`config.mk`:
```
export PLATFORM = sky130hd
export DESIGN_NAME = multi_tick_generator_flat
export DESIGN_NICKNAME = d
export VERILOG_FILES = /design/src/rtl/multi_tick_generator_if.sv /design/src/rtl/multi_tick_generator.sv /design/src/flat_wrapper.sv
export SDC_FILE = /design/constraint.sdc
export NUM_CORES = 1
export LEC_CHECK = 0
export ABC_CLOCK_PERIOD_IN_PS = 13010
export CAP_MARGIN = 25
export CELL_PAD_IN_SITES_DETAIL_PLACEMENT = 2
export CELL_PAD_IN_SITES_GLOBAL_PLACEMENT = 2
export CORE_MARGIN = 2
export CORE_UTILIZATION = 42
export CTS_CLUSTER_SIZE = 14
export DETAILED_ROUTE_END_ITERATION = 10
export GPL_TIMING_DRIVEN = 0
export PLACE_DENSITY_LB_ADDON = 0.1
export REMOVE_ABC_BUFFERS = 1
export SYNTH_ARGS = -nofsm -noshare
export SYNTH_HDL_FRONTEND = slang
export SYNTH_SLANG_ARGS = --single-unit
```
`constraint.sdc`:
```
create_clock -name clk -period 13.01 [get_ports clk]
set_input_delay 1.301 -clock clk [delete_from_list [all_inputs] [get_ports clk]]
set_output_delay 1.301 -clock clk [all_outputs]
set_load 0.03 [all_outputs]
```
`src/rtl/multi_tick_generator_if.sv`:
```
// ============================================================================
// Module : multi_tick_generator_if
// Brief  : Control, write and tick bundle for multi_tick_generator.
//          The optional sq member is present when MULTI_TICK_GENERATOR_SQUARE_EN is defined.
// Rev    : 1.0  initial release
// ============================================================================
`default_nettype none

interface multi_tick_generator_if #(
    parameter int NUM_CH = 4,
    parameter int CNT_W  = 32,
    parameter int CH_W   = (NUM_CH > 1 ? $clog2(NUM_CH) : 1)
);
    logic              en;
    logic              sync;
    logic              wr_en;
    logic [CH_W-1:0]   wr_ch;
    logic [CNT_W-1:0]  wr_div;
    logic [NUM_CH-1:0] tick;
    logic              wr_err;
`ifdef MULTI_TICK_GENERATOR_SQUARE_EN
    logic [NUM_CH-1:0] sq;
`endif

`ifdef MULTI_TICK_GENERATOR_SQUARE_EN
    modport master (output en, sync, wr_en, wr_ch, wr_div, input tick, wr_err, sq);
    modport slave  (input en, sync, wr_en, wr_ch, wr_div, output tick, wr_err, sq);
`else
    modport master (output en, sync, wr_en, wr_ch, wr_div, input tick, wr_err);
    modport slave  (input en, sync, wr_en, wr_ch, wr_div, output tick, wr_err);
`endif
endinterface

`default_nettype wire

```
`src/rtl/multi_tick_generator.sv`:
```
// ============================================================================
// Module : multi_tick_generator
// Brief  : NUM_CH independent programmable tick dividers with glitch-free
//          divisor reload. Optional MULTI_TICK_GENERATOR_SQUARE_EN adds sq.
// Rev    : 1.0  initial release
// ============================================================================
`default_nettype none

module multi_tick_generator #(
    parameter int                      NUM_CH   = 4,
    parameter int                      CNT_W    = 32,
    parameter logic [NUM_CH*CNT_W-1:0] DIV_INIT = {32'd1_000_000, 32'd100_000,
                                                   32'd25_000, 32'd100_000_000},
    parameter int                      CH_W     = (NUM_CH > 1 ? $clog2(NUM_CH) : 1)
) (
    input  wire logic            clk,
    input  wire logic            rst,
    multi_tick_generator_if.slave bus
);

    logic [NUM_CH-1:0] w_tick;
    logic              w_ch_ok;
    logic              r_wr_err;
`ifdef MULTI_TICK_GENERATOR_SQUARE_EN
    logic [NUM_CH-1:0] w_sq;
`endif

    // Widen before comparing so power-of-two and odd channel counts behave alike
    assign w_ch_ok = ({{(32-CH_W){1'b0}}, bus.wr_ch} < 32'(NUM_CH));

    always_ff @(posedge clk or posedge rst) begin
        if (rst) begin
            r_wr_err <= 1'b0;
        end else begin
            r_wr_err <= bus.wr_en & ~w_ch_ok;
        end
    end

    generate
        for (genvar i = 0; i < NUM_CH; i++) begin : g_ch
            logic [CNT_W-1:0] r_cnt;
            logic [CNT_W-1:0] r_active;
            logic [CNT_W-1:0] r_pend;
            logic             r_tick;
            logic             w_wr_hit;
            logic             w_off;
            logic             w_wrap;

            assign w_wr_hit = bus.wr_en & w_ch_ok & (bus.wr_ch == CH_W'(i));
            assign w_off    = (r_active == '0);
            assign w_wrap   = (r_cnt == r_active - CNT_W'(1));

            always_ff @(posedge clk or posedge rst) begin
                if (rst) begin
                    r_pend <= DIV_INIT[i*CNT_W +: CNT_W];
                end else if (w_wr_hit) begin
                    r_pend <= bus.wr_div;
                end
            end

            // active only reloads at a period boundary, so no period is ever truncated
            always_ff @(posedge clk or posedge rst) begin
                if (rst) begin
                    r_cnt    <= '0;
                    r_active <= DIV_INIT[i*CNT_W +: CNT_W];
                    r_tick   <= 1'b0;
                end else if (bus.sync) begin
                    r_cnt    <= '0;
                    r_active <= r_pend;
                    r_tick   <= 1'b0;
                end else if (!bus.en) begin
                    r_tick   <= 1'b0;
                end else if (w_off) begin
                    r_cnt    <= '0;
                    r_active <= r_pend;
                    r_tick   <= 1'b0;
                end else if (w_wrap) begin
                    r_cnt    <= '0;
                    r_active <= r_pend;
                    r_tick   <= 1'b1;
                end else begin
                    r_cnt    <= r_cnt + CNT_W'(1);
                    r_tick   <= 1'b0;
                end
            end

            assign w_tick[i] = r_tick;

`ifdef MULTI_TICK_GENERATOR_SQUARE_EN
            logic r_sq;

            always_ff @(posedge clk or posedge rst) begin
                if (rst) begin
                    r_sq <= 1'b0;
                end else if (bus.sync) begin
                    r_sq <= 1'b0;
                end else if (bus.en && !w_off && w_wrap) begin
                    r_sq <= ~r_sq;
                end
            end

            assign w_sq[i] = r_sq;
`endif
        end
    endgenerate

    assign bus.tick   = w_tick;
    assign bus.wr_err = r_wr_err;
`ifdef MULTI_TICK_GENERATOR_SQUARE_EN
    assign bus.sq     = w_sq;
`endif

endmodule

`default_nettype wire

```
`src/flat_wrapper.sv`:
```
// flat-port wrapper written by rule: the top's interface ports become plain ports
module multi_tick_generator_flat 
#(
    parameter int                      NUM_CH   = 4,
    parameter int                      CNT_W    = 32,
    parameter logic [NUM_CH*CNT_W-1:0] DIV_INIT = {32'd1_000_000, 32'd100_000,
                                                   32'd25_000, 32'd100_000_000},
    parameter int                      CH_W     = (NUM_CH > 1 ? $clog2(NUM_CH) : 1)
)
  (clk, rst, bus_en, bus_sync, bus_wr_en, bus_wr_ch, bus_wr_div, bus_tick, bus_wr_err);
  multi_tick_generator_if #(.NUM_CH(NUM_CH), .CNT_W(CNT_W), .CH_W(CH_W)) bus_i ();
  input  wire logic clk;
  input  wire logic rst;
  input wire logic [$bits(bus_i.en)-1:0] bus_en;
  input wire logic [$bits(bus_i.sync)-1:0] bus_sync;
  input wire logic [$bits(bus_i.wr_en)-1:0] bus_wr_en;
  input wire logic [$bits(bus_i.wr_ch)-1:0] bus_wr_ch;
  input wire logic [$bits(bus_i.wr_div)-1:0] bus_wr_div;
  output wire logic [$bits(bus_i.tick)-1:0] bus_tick;
  output wire logic [$bits(bus_i.wr_err)-1:0] bus_wr_err;
  assign bus_i.en = bus_en;
  assign bus_i.sync = bus_sync;
  assign bus_i.wr_en = bus_wr_en;
  assign bus_i.wr_ch = bus_wr_ch;
  assign bus_i.wr_div = bus_wr_div;
  assign bus_tick = bus_i.tick;
  assign bus_wr_err = bus_i.wr_err;
  multi_tick_generator #(.NUM_CH(NUM_CH), .CNT_W(CNT_W), .DIV_INIT(DIV_INIT), .CH_W(CH_W)) u_core (.clk(clk), .rst(rst), .bus(bus_i));
endmodule
```
==> run summary, run 1 <==
Slowest-stage cell, CP -> nor4_2
Core Rows -> 83
CP max FO -> 24
Worst-path cell chain -> nor4_2, nand3_1, nor4_1, mux2i_1, nand3_1, and3b_1, or4_4, a21oi_4, buf_12, mux2_2
Pwr Density -> 156 nW/um^2
Synth unique cells -> 83
Critical path class -> register to register
Most frequent CP cell -> nand3_1
Starting density of the core -> 42.3%
Area leader, netlist -> dfrtp_1
Die area -> 53,200 sq um
CP peak stage delay -> 0.85 ns
# H-tree levels -> 2
WHS -> 0.503 ns
Final max-slew violation count -> 0
Clk sinks -> 388
EDFF count, synth -> 0
Root Driver -> clkbuf_16
Starting DRT DRC Count -> 795
Clk_skew -> 0.0153 ns
Data arrival time of the critical path -> 5.61 ns
MaxCap Viol Count -> 0
Syn_area_per_cell -> 10.5 sq um
# port buffers -> 42
HP Class -> register to register
Run status -> completed
Post-cts resize count -> 0
Routability congestion estimate -> 0.833
Final hold viol count -> 0
Area growth syn-to-layout -> 12.9%
Final cycle utilization of the critical path -> 39.5%
Reg clk slew, reported paths -> 0.06 ns
Peak supply drop -> 0.112 mV
Req. time, crit path -> 13.48 ns
RSZ-0062 raised after global routing -> false
Worst Tran Pin Value -> 0.949 ns
Worst slew margin -> 36.2%
Most common cell after layout, fill and taps aside -> dfrtp_1
Post-synthesis sequential area ratio -> 45.4%
FFs w/ async S/R, synth -> 100%
Remaining antenna violation count -> 0
CP Launch Type -> register
Clock Latency Late Sink -> 0.59 ns
TritonCTS clock tree -> built
Nets -> 2,109
Largest net degree at the start of global routing -> 132
Post-CTS Setup Inserts -> 0
Final setup viols -> 0
Number of detailed-route iterations in the first pass -> 5
Initial antenna violation count -> 16
YS warnings -> 0
Area contributors post-synth -> dfrtp_1 38%, mux2_2 12%, dfstp_2 7.6%
Wire length per cell -> 24.4 um
Detail Placement HPWL -> 48,300 um
Post-route cell area -> 24,300 sq um
Final Core Density -> 47.7%
Placed inst area -> 22,800 sq um
CTS Buf Count -> 45
FMAX -> 194 MHz
Post-CTS Hold Fix Bufs -> 0
Top_reg_cell synth -> dfrtp_1
GR Overflow Total -> 0
Gr usage total -> 26.0%
Drt total wl -> 67,900 um
DR DRC count -> 0
Mapped Area -> 21,600 sq um
Layout cells sized above 1 -> 21.2%
Via count of the routed design -> 16,217
Most frequent cells in the layout -> 326 x dfrtp_1, 225 x mux2_2, 192 x nor2_1
CORE AREA -> 51,000 sq um
Top cell type's share of synthesized area -> 37.8%
Vias in the first global route -> 18,134
Fin crit period -> 5.14 ns
Post-route total power -> 3.79 mW
Cells after synthesis -> 2,054
CTS max path bufs -> 3
Die Y -> 231 um
Top-Level Pins -> 44
Vias per cell -> 5.83
Leak Pwr -> 9.63 nW
First-pass GRT wire length -> 107,000 um
FF+latch count, synth -> 388
CP endpoint kind -> register
Die X -> 231 um
path summary, 6_finish.rpt:
kind	from	endpoint	slack, ns	cells past startpoint
max in group asynchronous	rst	u_core.g_ch[0].r_pend[12]	9.87	5
worst min register to register	u_core.g_ch[2].r_pend[28]	u_core.g_ch[2].r_pend[28]	0.50	1
worst max register to register	u_core.g_ch[3].r_active[5]	u_core.g_ch[3].r_active[26]	7.87	10
worst min-delay path	u_core.g_ch[2].r_pend[28]	u_core.g_ch[2].r_pend[28]	0.50	1
worst max-delay path	u_core.g_ch[3].r_active[5]	u_core.g_ch[3].r_active[26]	7.87	10
min in group asynchronous	rst	u_core.g_ch[2].r_active[23]	1.16	2
worst max-delay path, delay by kind of cell (launching register included):
kind,cells,cell delay (ns)
buf+inv,1,0.27
flops,1,0.48
compound gates,1,0.51
simple gates,6,3.11
mux,2,0.65
power by group:
part / leakage, nW / internal [mW] / switching (mW) / total [mW]
registers: 4.79 / 1.43 / 0.249 / 1.67
clock network: 0.760 / 0.797 / 0.538 / 1.34
logic: 4.08 / 0.379 / 0.398 / 0.776
logic make-up (layout without fill, tap and decap cells):
logic type                 after synthesis  count (layout)  share of synthesized area, %
xor gates and xnor gates               266             266                          10.8
buffers and inverters                  136             181                          2.91
adders and majority gates                8               8                         0.464
and+or+nand+nor                        805             805                          20.0
AOI/OAI and AO/OA                      182             182                          5.99
DFF                                    388             388                          45.4
muxes                                  268             268                          14.4
other                                    1               6                        0.0174
metal layers:
| layer | up-vias | global-route usage (%) | part of all wire, % |
|---|---|---|---|
| li1 | 7349 | - | - |
| met1 | 8518 | 33.0 | 43 |
| met2 | 252 | 45.5 | 50 |
| met3 | 98 | 3.63 | 3.7 |
| met4 | 0 | 8.87 | 3.2 |
| met5 | - | 0 | 0 |
final cells by class:
class                      instances  area (sq um)
sequential                       388          9790
clock buffer                      65          1300
fill                            5186         26700
antenna                            5          12.5
timing repair buffer              63           830
multi-input combinational       1530         11200
inverter                          34           135
clock inverter                    19           234
tap                              680           851
metrics by stage:
stage,setup WS [ns],setup TNS (ns),instances
2_1_floorplan,1.03,0,1952
3_3_place_gp,-3.90,-1253.20,2674
3_5_place_dp,7.77,0,2693
4_1_cts,7.91,0,2777
5_1_grt,7.54,0,2779
6_report,7.87,0,2784
synth_stat cells (22+ instances only):
master and n:
dfstp_2 62, nand3_1 89, and2_1 33, nand4_1 46, dfrtp_1 326, inv_1 33
nor4_1 48, or3_1 28, nand2_1 120, xnor2_1 167, mux2_2 225, clkbuf_1 69
or4_1 22, mux2_4 29, nor2_1 193, o21ai_0 38, and3_1 26, xor2_1 99
nor3_1 72
sequential cells by signal, summed over array words and instances (netlist names):
signal                count
u_core.g_ch.r_pend      128
u_core.g_ch.r_active    128
u_core.g_ch.r_tick        4
u_core.g_ch.r_cnt       128
(Power assumes the default switching activity.)
==> inputs of run 2 (changes only) <==
--- a/config.mk
+++ b/config.mk
@@ -5,7 +5,7 @@
 export SDC_FILE = /design/constraint.sdc
 export NUM_CORES = 1
 export LEC_CHECK = 0
-export ABC_CLOCK_PERIOD_IN_PS = 13010
+export ABC_CLOCK_PERIOD_IN_PS = 5100
 export CAP_MARGIN = 25
 export CELL_PAD_IN_SITES_DETAIL_PLACEMENT = 2
 export CELL_PAD_IN_SITES_GLOBAL_PLACEMENT = 2
==> constraint.sdc (replaced) <==
create_clock -name clk -period 5.1 [get_ports clk]
set_input_delay 0.51 -clock clk [delete_from_list [all_inputs] [get_ports clk]]
set_output_delay 0.51 -clock clk [all_outputs]
set_load 0.03 [all_outputs]
==> run 2 against run 1 <==
Effect of this change: flip-flop and latch count unchanged; sequential share of layout area decreased by 0.14 points; total power increased to 2.6 times the previous value; combinational power increased to 2.6 times the previous value; clock skew increased by 0.0020 ns; non-clock buffer count increased by 6; maximum frequency increased by 5.4%; core utilization increased by 0.16 points; clock power increased to 2.5 times the previous value; critical path depth increased by 1; hold slack got worse by 0.14 ns; critical path type unchanged; largest power group unchanged.
==> run summary, run 2 (synthesis gave the netlist of run 1 again) <==
Run status -> completed
Top-Level Pins -> 44 (unchanged)
Most frequent cells in the layout -> 326 x dfrtp_1, 225 x mux2_2, 192 x nor2_1
Pwr Density -> 396 nW/um^2 (+150%)
Number of detailed-route iterations in the first pass -> 5 (unchanged)
Final Core Density -> 47.9% (+0.16 points)
Vias per cell -> 5.83 (+0.16%)
Detail Placement HPWL -> 48,300 um (unchanged)
CP peak stage delay -> 0.55 ns (-0.30 ns)
Via count of the routed design -> 16,272 (+0.34%)
HP Class -> primary input to async pin
Root Driver -> clkbuf_16
Critical path class -> register to register
Layout cells sized above 1 -> 21.6% (+0.46 points)
CP max FO -> 13 (-46%)
Req. time, crit path -> 5.56 ns (-7.92 ns)
Filler cells -> 5,173 (-0.25%)
Die area -> 53,200 sq um (unchanged)
Worst path bufs/invs -> 2 (+1)
Switching fraction of total power -> 31.4% (+0.087 points)
CP Launch Type -> register
MaxCap Viol Count -> 0 (unchanged)
FMAX -> 205 MHz (+5.4%)
Fin crit period -> 4.88 ns (-0.261 ns)
Clock Latency Late Sink -> 0.59 ns (about the same)
Routability congestion estimate -> 0.833 (unchanged)
Starting density of the core -> 42.3% (unchanged)
Die Y -> 231 um (unchanged)
Reg clk slew, reported paths -> 0.06 ns (about the same)
Die X -> 231 um (unchanged)
Post-CTS Hold Fix Bufs -> 0 (unchanged)
Gr usage total -> 26.0% (unchanged)
Place WS -> 0.108 ns (-7.66 ns)
CP startpoint -> u_core.g_ch[0].r_active[0]
Most common cell after layout, fill and taps aside -> dfrtp_1
Nets -> 2,115 (+0.28%)
# port buffers -> 42 (unchanged)
Worst Tran Pin Value -> 0.943 ns (-0.00579 ns)
Peak supply drop -> 0.286 mV (+150%)
Final hold viol count -> 0 (unchanged)
DR DRC count -> 0 (unchanged)
First-pass GRT wire length -> 107,000 um (unchanged)
Top delay family on crit path -> simple AND/OR/NAND/NOR gates
Clk_skew -> 0.0173 ns (+0.00202 ns)
Area growth syn-to-layout -> 13.2%
Vias in the first global route -> 18,134 (unchanged)
Final setup viols -> 0 (unchanged)
Clock power frac -> 35.2% (about the same)
Slowest-stage cell, CP -> or4_1
TritonCTS clock tree -> built
RR Startpoint -> u_core.g_ch[0].r_active[0]
Drt total wl -> 68,200 um (+0.42%)
Sequential Power Share -> 44.2% (about the same)
CORE AREA -> 51,000 sq um (unchanged)
PnR worst setup slack -> 0.219 ns (-7.65 ns)
P_int -> 6.64 mW (+160%)
Core Rows -> 83 (unchanged)
Final cycle utilization of the critical path -> 95.7% (+56 points)
Final max-slew violation count -> 0 (unchanged)
Worst-path cell chain -> or3_1, nor3b_4, a21oi_2, or4_1, or4b_1, or4_1, or3_4, a21oi_4, buf_16, buf_16, mux2_4
CTS max path bufs -> 3 (unchanged)
Starting DRT DRC Count -> 774 (-2.6%)
# H-tree levels -> 2 (unchanged)
Initial antenna violation count -> 16 (unchanged)
Top flop regs -> u_core.g_ch.r_active x128, u_core.g_ch.r_cnt x128, u_core.g_ch.r_pend x128
Switching Power -> 3.04 mW (+160%)
Leak Pwr -> 9.66 nW (+0.35%)
RSZ-0062 raised after global routing -> false
Largest net degree at the start of global routing -> 132 (unchanged)
Remaining antenna violation count -> 0 (unchanged)
Worst slew margin -> 36.9% (+0.68 points)
CP endpoint kind -> register
Data arrival time of the critical path -> 5.34 ns (-0.27 ns)
Combinational share of power -> 20.6% (about the same)
Clk sinks -> 388 (unchanged)
CTS Buf Count -> 45 (unchanged)
GR Overflow Total -> 0 (unchanged)
Wire length per cell -> 24.4 um (+0.24%)
## run 2: metal layers
metal	vias to the layer above	GRT usage (%)	share of wire, %
met2	266	45.5	50
met4	0	8.87	3.0
met3	98	3.63	3.6
met1	8550	33.0	43
met5	-	0	0
li1	7358	-	-
## run 2: layout make-up
cell class,instances,area [sq um],share of cell area [%]
clock buffer,65,1300,5.34
tap,680,851,3.49
timing repair buffer,69,875,3.58
antenna,4,10.0,0.0410
multi-input combinational,1530,11200,45.9
sequential,388,9790,40.1
clock inverter,19,234,0.958
inverter,34,135,0.554
## run 2: final timing paths
check	endpoint	slack, ns	depth (start not counted)
setup / recovery	u_core.g_ch[0].r_active[5]	0.22	11
hold / removal	u_core.g_ch[2].r_active[23]	0.36	2
setup reg to reg	u_core.g_ch[0].r_active[5]	0.22	11
hold reg to reg	u_core.g_ch[3].r_pend[29]	0.50	1
max in group asynchronous	u_core.g_ch[0].r_active[5]	2.76	5
min in group clk	u_core.g_ch[3].r_pend[29]	0.50	1
## run 2: metrics by stage
step | instance area [sq um] | hold WS [ns] | power [mW] | setup TNS (ns) | std cells
after global placement | 22300 | 0.480 | 6.08 | -4377.11 | 2674
final | 24400 | 0.364 | 9.68 | 0 | 2789
after detailed placement | 22800 | 0.492 | 6.27 | 0 | 2693
after global routing | 24400 | 0.411 | 10.2 | 0 | 2785
after CTS | 24300 | 0.388 | 9.77 | 0 | 2777
after floorplan | 21100 | 0.474 | 5.52 | -2173.19 | 1952
## run 2: power groups by stage
stage	sequential [mW]	combinational, mW	clock [mW]
CTS	4.27	1.99	3.50
global route	4.36	2.19	3.61
global placement	4.26	1.82	0
finish	4.28	1.99	3.41
detailed placement	4.31	1.95	0
floorplan	4.05	1.47	0
## run 2: repair_timing
action | in CTS | in global routing
gates resized for setup | 0 | 7
endpoints found under the setup margin | 0 | 90
hold endpoints to repair | 0 | 0
buffers inserted | 0 | 6
==> inputs of run 3 (changes only) <==
--- a/config.mk
+++ b/config.mk
@@ -9,13 +9,14 @@
 export CAP_MARGIN = 25
 export CELL_PAD_IN_SITES_DETAIL_PLACEMENT = 2
 export CELL_PAD_IN_SITES_GLOBAL_PLACEMENT = 2
-export CORE_MARGIN = 2
+export CORE_MARGIN = 3
 export CORE_UTILIZATION = 42
 export CTS_CLUSTER_SIZE = 14
 export DETAILED_ROUTE_END_ITERATION = 10
 export GPL_TIMING_DRIVEN = 0
 export PLACE_DENSITY_LB_ADDON = 0.1
 export REMOVE_ABC_BUFFERS = 1
+export SLEW_MARGIN = 0
 export SYNTH_ARGS = -nofsm -noshare
 export SYNTH_HDL_FRONTEND = slang
 export SYNTH_SLANG_ARGS = --single-unit
==> run 3 against run 2 <==
Effect of this change: routed wire length up 0.57%; via count barely moved; highest routed layer is now met5; flip-flop and latch count unchanged; global-route usage down 0.34 points; design area rose by 0.35%; largest power group unchanged; non-clock buffer count rose by 2; sequential share of layout area shrank 0.14 points.
==> run summary, run 3 (synthesis gave the netlist of run 1 again) <==
Remaining antenna violation count -> 0 (unchanged)
Met2 WL post-DR -> 34,600 um (+0.78%)
Req. time, crit path -> 5.56 ns (about the same)
FMAX -> 206 MHz (+0.51%)
Most common cell after layout, fill and taps aside -> dfrtp_1
Run status -> completed
Gr usage total -> 25.7% (-0.34 points)
Die X -> 233 um (+0.87%)
Filler cells -> 5,126 (-0.91%)
Top-Level Pins -> 44 (unchanged)
Root Driver -> clkbuf_16
R2r setup slk -> 0.24 ns (+0.02 ns)
Number of detailed-route iterations in the first pass -> 4 (-1)
Final cycle utilization of the critical path -> 95.2% (-0.48 points)
Final setup viols -> 0 (unchanged)
WHS -> 0.363 ns (-0.00102 ns)
Routability congestion estimate -> 0.826 (-0.88%)
Post-route cell area -> 24,500 sq um (+0.35%)
Initial antenna violation count -> 14 (-2)
Die Y -> 233 um (+0.87%)
Via count of the routed design -> 16,284 (+0.074%)
Reg2Reg Capture Point -> u_core.g_ch[1].r_active[18]
CP max FO -> 31 (+18)
Clk_skew -> 0.0113 ns (-0.00603 ns)
Final hold viol count -> 0 (unchanged)
CTS max path bufs -> 3 (unchanged)
Pwr Density -> 401 nW/um^2 (+1.2%)
Leak Pwr -> 9.69 nW (+0.36%)
HP Class -> primary input to async pin
Worst slew margin -> 23.8% (-13 points)
TritonCTS clock tree -> built
RR Startpoint -> u_core.g_ch[1].r_active[6]
CORE AREA -> 50,500 sq um (-1.0%)
Final max-slew violation count -> 0 (unchanged)
Data arrival time of the critical path -> 5.31 ns (-0.03 ns)
CP Launch Type -> register
Area growth syn-to-layout -> 13.6%
Drt total wl -> 68,500 um (+0.57%)
Top flop regs -> u_core.g_ch.r_active x128, u_core.g_ch.r_cnt x128, u_core.g_ch.r_pend x128
GR Overflow Total -> 0 (unchanged)
# port buffers -> 42 (unchanged)
Worst Tran Pin Value -> 1.14 ns (+0.194 ns)
DR DRC count -> 0 (unchanged)
Nets -> 2,116 (+0.047%)
First-pass GRT wire length -> 109,000 um (+1.0%)
M1 wire length -> 29,700 um (+1.2%)
Detail Placement HPWL -> 48,000 um (-0.69%)
Starting density of the core -> 42.7% (+0.43 points)
Vias per cell -> 5.86 (+0.43%)
Worst Reg2Reg Path Length in Cells -> 10 (-1)
Vias in the first global route -> 18,260 (+0.69%)
Most frequent cells in the layout -> 326 x dfrtp_1, 225 x mux2_2, 192 x nor2_1
Clk sinks -> 388 (unchanged)
MaxCap Viol Count -> 0 (unchanged)
Wire length per cell -> 24.7 um (+0.94%)
Core Rows -> 82 (-1.2%)
Largest net degree at the start of global routing -> 131 (-0.76%)
CP endpoint kind -> register
Clock Latency Late Sink -> 0.58 ns (about the same)
# H-tree levels -> 2 (unchanged)
Reg clk slew, reported paths -> 0.06 ns (about the same)
Peak supply drop -> 0.257 mV (-10%)
RSZ-0062 raised after global routing -> false
Post-route total power -> 9.83 mW (+1.6%)
CTS Buf Count -> 44 (-2.2%)
Critical path class -> register to register
Layout cells sized above 1 -> 21.6% (-0.027 points)
Die area -> 54,100 sq um (+1.7%)
DR WL met3 -> 2350 um (-3.2%)
Starting DRT DRC Count -> 843 (+8.9%)
Fin crit period -> 4.86 ns (-0.0247 ns)
Placed inst area -> 22,800 sq um (about the same)
Uppermost layer routed -> met5
[run 3: worst max-delay path by stage]
stage	slack (ns)	cells past startpoint	startpoint	to
global route	0.008	10	u_core.g_ch[1].r_active[6]	u_core.g_ch[1].r_active[17]
floorplan	-6.09	1	rst	u_core.g_ch[0].r_active[0]
CTS	0.02	13	u_core.g_ch[0].r_active[0]	u_core.g_ch[0].r_active[0]
finish	0.24	10	u_core.g_ch[1].r_active[6]	u_core.g_ch[1].r_active[18]
global placement	-10.91	2	rst	u_core.g_ch[1].r_cnt[2]
detailed placement	-0.09	10	u_core.g_ch[3].r_active[5]	u_core.g_ch[3].r_active[7]
[run 3: stage by stage]
stage	utilization (%)	worst slack, ns	cells	TNS (ns)
2_1_floorplan	-	-6.09	1952	-2173.19
3_3_place_gp	44.2	-10.91	2666	-4322.74
3_5_place_dp	45.1	-0.0903	2685	-1.01
4_1_cts	48.3	0.0185	2765	0
5_1_grt	48.5	0.00785	2775	0
6_report	48.5	0.244	2779	0
[run 3: repair_timing]
action | in CTS | in global routing
gates resized for setup | 2 | 3
gates cloned | 0 | 0
hold buffers | 0 | 0
buffers inserted | 0 | 10
pin swaps | 0 | 3
endpoints found under the setup margin | 19 | 110
[run 3: per-layer routing]
metal	global-route usage, %	up-vias
li1	-	7378
met1	33.1	8547
met2	45.1	255
met3	3.24	102
met4	7.83	2
met5	0	-
[run 3: layout make-up]
| class | instances | area, sq um | share of cell area [%] |
|---|---|---|---|
| inverters | 34 | 135 | 0.552 |
| multi-input cells | 1530 | 11200 | 45.7 |
| flip-flops and latches | 388 | 9790 | 40.0 |
| repair buffers | 71 | 925 | 3.77 |
| well taps | 672 | 841 | 3.43 |
| diodes | 4 | 10.0 | 0.0409 |
| clock inverters | 18 | 323 | 1.32 |
| clock buffers | 62 | 1270 | 5.18 |
[run 3: critical path: stages, from the launching register on]
cell and delay, ns:
dfrtp_1 0.48, or3_1 0.53, or3_1 0.52, o311ai_0 0.54
a41oi_1 0.25, a41oi_1 0.40, nor3_1 0.16, a41oi_1 0.56
o21a_2 0.64, buf_12 0.26, mux2_2 0.36
[run 3: report_power, final]
| group | internal [mW] | switching [mW] | leakage (nW) |
|---|---|---|---|
| Clock | 2.19 | 1.35 | 0.774 |
| Combinational | 0.978 | 1.03 | 4.13 |
| Sequential | 3.63 | 0.644 | 4.79 |
| Total | 6.80 | 3.03 | 9.69 |
